## src/rtl/jk_pkg.sv

```systemverilog
// jk_pkg: shared JK command codes and command-generator state encoding
package jk_pkg;
  localparam logic [1:0] JK_HOLD   = 2'b00;
  localparam logic [1:0] JK_RESET  = 2'b01;
  localparam logic [1:0] JK_SET    = 2'b10;
  localparam logic [1:0] JK_TOGGLE = 2'b11;
  typedef enum logic [1:0] {ST_IDLE, ST_CMD, ST_CHECK, ST_ERR} state_t;
endpackage

```

## src/rtl/jk_excite_bit.sv

```systemverilog
// jk_excite_bit: JK excitation for one bit, present q to target t
module jk_excite_bit
  import jk_pkg::*;
(
  input  logic q,
  input  logic t,
  input  logic prefer_toggle,
  output logic j,
  output logic k
);
  logic [1:0] cmd;
  always_comb cmd = (q == t) ? JK_HOLD : prefer_toggle ? JK_TOGGLE : t ? JK_SET : JK_RESET;
  assign {j, k} = cmd;
endmodule

```

## src/rtl/jk_cmd_gen.sv

```systemverilog
// jk_cmd_gen: drives a JK register bank toward a target word with bounded retries
module jk_cmd_gen
  import jk_pkg::*;
#(
  parameter int WIDTH         = 4,
  parameter int PREFER_TOGGLE = 0,
  parameter int MAX_RETRY     = 2
) (
  input  logic             clk,
  input  logic             rst,
  input  logic             tgt_valid,
  output logic             tgt_ready,
  input  logic [WIDTH-1:0] tgt_data,
  input  logic [WIDTH-1:0] q_fb,
  output logic [WIDTH-1:0] j,
  output logic [WIDTH-1:0] k,
  output logic             done,
  output logic             err,
  output logic [3:0]       retry_cnt
);
  state_t           state_q, state_d;
  logic [WIDTH-1:0] tgt_q, tgt_d, j_q, j_d, k_q, k_d;
  logic [WIDTH-1:0] ex_t, ex_j, ex_k;
  logic             done_q, done_d, err_q, err_d;
  logic [3:0]       retry_q, retry_d;
  logic             accept, match;
  // Fresh commands come from the offered word on accept, from the latched target on retry
  assign ex_t   = (state_q == ST_IDLE) ? tgt_data : tgt_q;
  assign accept = tgt_valid && tgt_ready;
  assign match  = (q_fb == tgt_q);
  for (genvar i = 0; i < WIDTH; i++) begin : g_bit
    jk_excite_bit u_bit (
      .q             (q_fb[i]),
      .t             (ex_t[i]),
      .prefer_toggle (PREFER_TOGGLE != 0),
      .j             (ex_j[i]),
      .k             (ex_k[i])
    );
  end
  always_comb begin
    state_d = state_q;
    tgt_d   = tgt_q;
    j_d     = '0;
    k_d     = '0;
    done_d  = 1'b0;
    err_d   = err_q;
    retry_d = retry_q;
    case (state_q)
      ST_IDLE: if (accept) begin
        tgt_d   = tgt_data;
        j_d     = ex_j;
        k_d     = ex_k;
        retry_d = '0;
        state_d = ST_CMD;
      end
      ST_CMD: state_d = ST_CHECK;
      ST_CHECK: if (match) begin
        done_d  = 1'b1;
        state_d = ST_IDLE;
      end else if (retry_q < 4'(MAX_RETRY)) begin
        retry_d = retry_q + 4'd1;
        j_d     = ex_j;
        k_d     = ex_k;
        state_d = ST_CMD;
      end else begin
        err_d   = 1'b1;
        state_d = ST_ERR;
      end
      default: state_d = ST_ERR;
    endcase
  end
  always_ff @(posedge clk) begin
    if (rst) begin
      state_q <= ST_IDLE;
      tgt_q   <= '0;
      j_q     <= '0;
      k_q     <= '0;
      done_q  <= 1'b0;
      err_q   <= 1'b0;
      retry_q <= '0;
    end else begin
      state_q <= state_d;
      tgt_q   <= tgt_d;
      j_q     <= j_d;
      k_q     <= k_d;
      done_q  <= done_d;
      err_q   <= err_d;
      retry_q <= retry_d;
    end
  end
  assign tgt_ready = (state_q == ST_IDLE);
  assign j         = j_q;
  assign k         = k_q;
  assign done      = done_q;
  assign err       = err_q;
  assign retry_cnt = retry_q;
endmodule
```

## config.mk

```make
export PLATFORM = sky130hd
export DESIGN_NAME = jk_cmd_gen
export DESIGN_NICKNAME = d
export VERILOG_FILES = /design/src/rtl/jk_pkg.sv /design/src/rtl/jk_excite_bit.sv /design/src/rtl/jk_cmd_gen.sv
export SDC_FILE = /design/constraint.sdc
export NUM_CORES = 1
export LEC_CHECK = 0
export CORE_UTILIZATION = 48
export DETAILED_ROUTE_END_ITERATION = 6
export PLACE_DENSITY_LB_ADDON = 0.15
export RECOVER_POWER = 50
export REMOVE_ABC_BUFFERS = 1
export SYNTH_ARGS = -nofsm -noshare
export SYNTH_HDL_FRONTEND = slang
export SYNTH_SLANG_ARGS = --single-unit
```

## constraint.sdc

```tcl
create_clock -name clk -period 2.7 [get_ports clk]
set_clock_uncertainty 0.1 [all_clocks]
set_input_delay 0.27 -clock clk [delete_from_list [all_inputs] [get_ports clk]]
set_output_delay 0.27 -clock clk [all_outputs]
set_load 0.01 [all_outputs]
```

==> summary.txt <==
Die
  – Initial cell density of the core: 53.8%
  – Die height: 44.3 µm
  – Die X: 44.3 µm
  – Core ar.: 1590 µm²
  – Die area: 1960 µm²
  – I/O pin cnt: 26
  – Placement row count: 14

Setup path
  – Critical path type: primary input to register
  – FF-to-FF setup slack: 670 ps
  – Critical Path Start: q_fb[3]
  – Critical path startpoint category: primary input
  – Req. time, crit path: 2760 ps
  – Reg2reg start: state_q[0]$_SDFFE_PP0P_
  – CP max FO: 8
  – Reg2Reg Depth: 4
  – CP Capture Type: register
  – Arrival time at the worst endpoint: 2150 ps
  – Critical Path Sink: j[1]$_SDFF_PP0_
  – R2r endpoint: j[1]$_SDFF_PP0_

Clock network
  – Clk slew on worst S/H paths: 100 ps
  – Clock Path Buffers: 2
  – Clock Sinks: 20
  – Post-cts resize count: 0
  – Clk_lat worst skew: 310 ps
  – Max H-tree Level: 1
  – CTS tree: done
  – # Post-CTS Setup Buffers: 0
  – Num CTS Buffers: 3
  – Hold buffers post-CTS: 0
  – CTS Root Cell: clkbuf_4

Place
  – Pre-CTS setup slack: 852 ps
  – GPL Wtd Cong: 0.761
  – Placed cells: 130
  – Post-DP HPWL: 1.25 mm
  – PortBufs: 25
  – Cell Area, Placed: 1130 µm²

GRT
  – GRT Total Usage: 20.2%
  – Vias in the first global route: 641
  – Gr ovfl total: 0
  – Antenna violations before repair: 0
  – First-pass GRT wire length: 2.84 mm
  – Pin count of the biggest net entering global routing: 13

Power
  – Total chip power: 0.657 mW
  – Static leakage: 0.438 nW
  – Maximum vdd drop: 0.507 mV
  – PD cells: 571 nW/µm²

Yosys
  – Cells after Synth: 82
  – Synth top area share: 46.6%
  – EDFF count, synth: 0
  – Post-Syn Area per Cell: 10.5 µm²
  – Synth cell types: 28
  – Top FF cell, synth: dfxtp_1
  – Most numerous cell in the Yosys netlist: dfxtp_1
  – Synthesized flop and latch total: 20
  – Synth warnings: 0
  – Post-synth ARST share: 0%
  – Post-Syn Area: 858 µm²
  – Synth top cells by count: dfxtp_1 (20), nand2_1 (10), nor2_1 (9)
  – Post-synth top area cell: dfxtp_1
  – Synth area leaders: dfxtp_1 (47%), nor4_2 (5.8%), mux2i_1 (4.7%), nand2_1 (4.4%), xnor2_1 (4.1%)
  – Post-synthesis sequential area ratio: 46.6%

Flow run
  – Maximum Capacitance Violations: 0

Layout
  – Number of antenna repair diodes: 0
  – Share of cells above drive strength 1: 13.6%
  – Post-layout util: 72.2%
  – Layout Nets: 123
  – Fin area: 1150 µm²
  – Fin cells: 134
  – Area grow syn2layout: 34.1%

STA
  – F_max: 478 MHz
  – Worst hold slack: 401 ps
  – Slew of the pin with the lowest slew margin: 752 ps
  – Final setup TNS: 0 ps
  – Pins Over Slew Limit: 0
  – Final setup vio count: 0
  – Final hold viol count: 0
  – Fin worst setup slack: 609 ps
  – Final period utilization: 77.4%
  – Max-slew headroom: 49.8%
  – RSZ-0062 raised after global routing: no
  – Fin crit period: 2090 ps

Drt
  – Via density per instance: 5.21
  – 1st-iter DRT viols: 18
  – DR vias: 698
  – Detailed Route WL: 1.82 mm
  – DR pass1 iterations: 4
  – Final ANT Viol Nets: 0
  – Residual DRC count: 0
  – Post-DR wirelength/cell: 13.5 µm

Min path
  – Worst Hold Class: register to register

Run status
  – Status: finished clean
-- routing by layer --
layer | GRT usage, % | share of wire (%) | vias up
li1 | - | - | 350
met1 | 26.0 | 48 | 315
met2 | 32.6 | 46 | 31
met3 | 6.12 | 5.9 | 2
met4 | 6.06 | 0.61 | 0
met5 | 0 | 0 | -
-- sequential cells by signal (all words and copies together) (netlist names) --
register,cells
k,4
err,1
state_q,2
retry_cnt,4
done,1
tgt_q,4
j,4
-- worst max-delay path, stage by stage --
cell and delay [ps]:
dlygate4sd3_1 600, xnor2_1 190, nand4_1 280, a21oi_1 690, nor4_2 110
-- power breakdown --
| group | leakage (nW) | total (mW) | switching [mW] | internal (mW) |
|---|---|---|---|---|
| combinational | 0.248 | 0.0992 | 0.0524 | 0.0469 |
| clock | 0.0279 | 0.242 | 0.0920 | 0.150 |
| sequential | 0.163 | 0.316 | 0.00986 | 0.306 |
-- layout make-up --
class / instances / area [µm²]
Sequential cell: 20 / 400
Clock buffer: 3 / 22.5
Inverter: 1 / 3.75
Clock inverter: 1 / 30.0
Timing Repair Buffer: 26 / 258
Fill cell: 120 / 443
Tap cell: 24 / 30.0
Multi-Input combinational cell: 59 / 407
-- cell families (layout without fill, tap and decap cells) --
logic type               Yosys count  after routing  share of synthesized area, %
buffers and inverters              3             31                          2.62
flip-flops                        20             20                          46.6
multiplexers                       5              5                          6.41
adder cells (fa/ha/maj)            1              1                          1.46
AO/OA/AOI/OAI                     11             11                          8.89
XOR/XNOR                           4              4                          4.08
AND/OR/NAND/NOR                   38             38                          29.9
-- cell usage in the layout (no fill, tap or decap), types with 2 or more instances in the layout --
cell type,count
nor2_1,9
nand3_1,4
a21oi_1,6
clkdlybuf4s50_1,19
a31oi_1,2
xnor2_1,4
nor4_2,4
mux2i_1,4
nor3_1,2
clkbuf_4,3
dfxtp_1,20
nand2_1,10
dlygate4sd3_1,6
-- how the worst min path moves through the flow --
stage / end / depth (start not counted) / from / slack, ps
2_1_floorplan: state_q[0]$_SDFFE_PP0P_ / 1 / rst / 240
3_3_place_gp: tgt_q[3]$_SDFFE_PP0P_ / 2 / tgt_q[3]$_SDFFE_PP0P_ / 370
3_5_place_dp: retry_cnt[3]$_SDFFE_PP0P_ / 1 / retry_cnt[3]$_SDFFE_PP0P_ / 380
4_1_cts: retry_cnt[3]$_SDFFE_PP0P_ / 1 / retry_cnt[3]$_SDFFE_PP0P_ / 400
5_1_grt: retry_cnt[3]$_SDFFE_PP0P_ / 1 / retry_cnt[3]$_SDFFE_PP0P_ / 410
6_report: retry_cnt[3]$_SDFFE_PP0P_ / 1 / retry_cnt[3]$_SDFFE_PP0P_ / 400
Power figures use the tool's default switching activity.
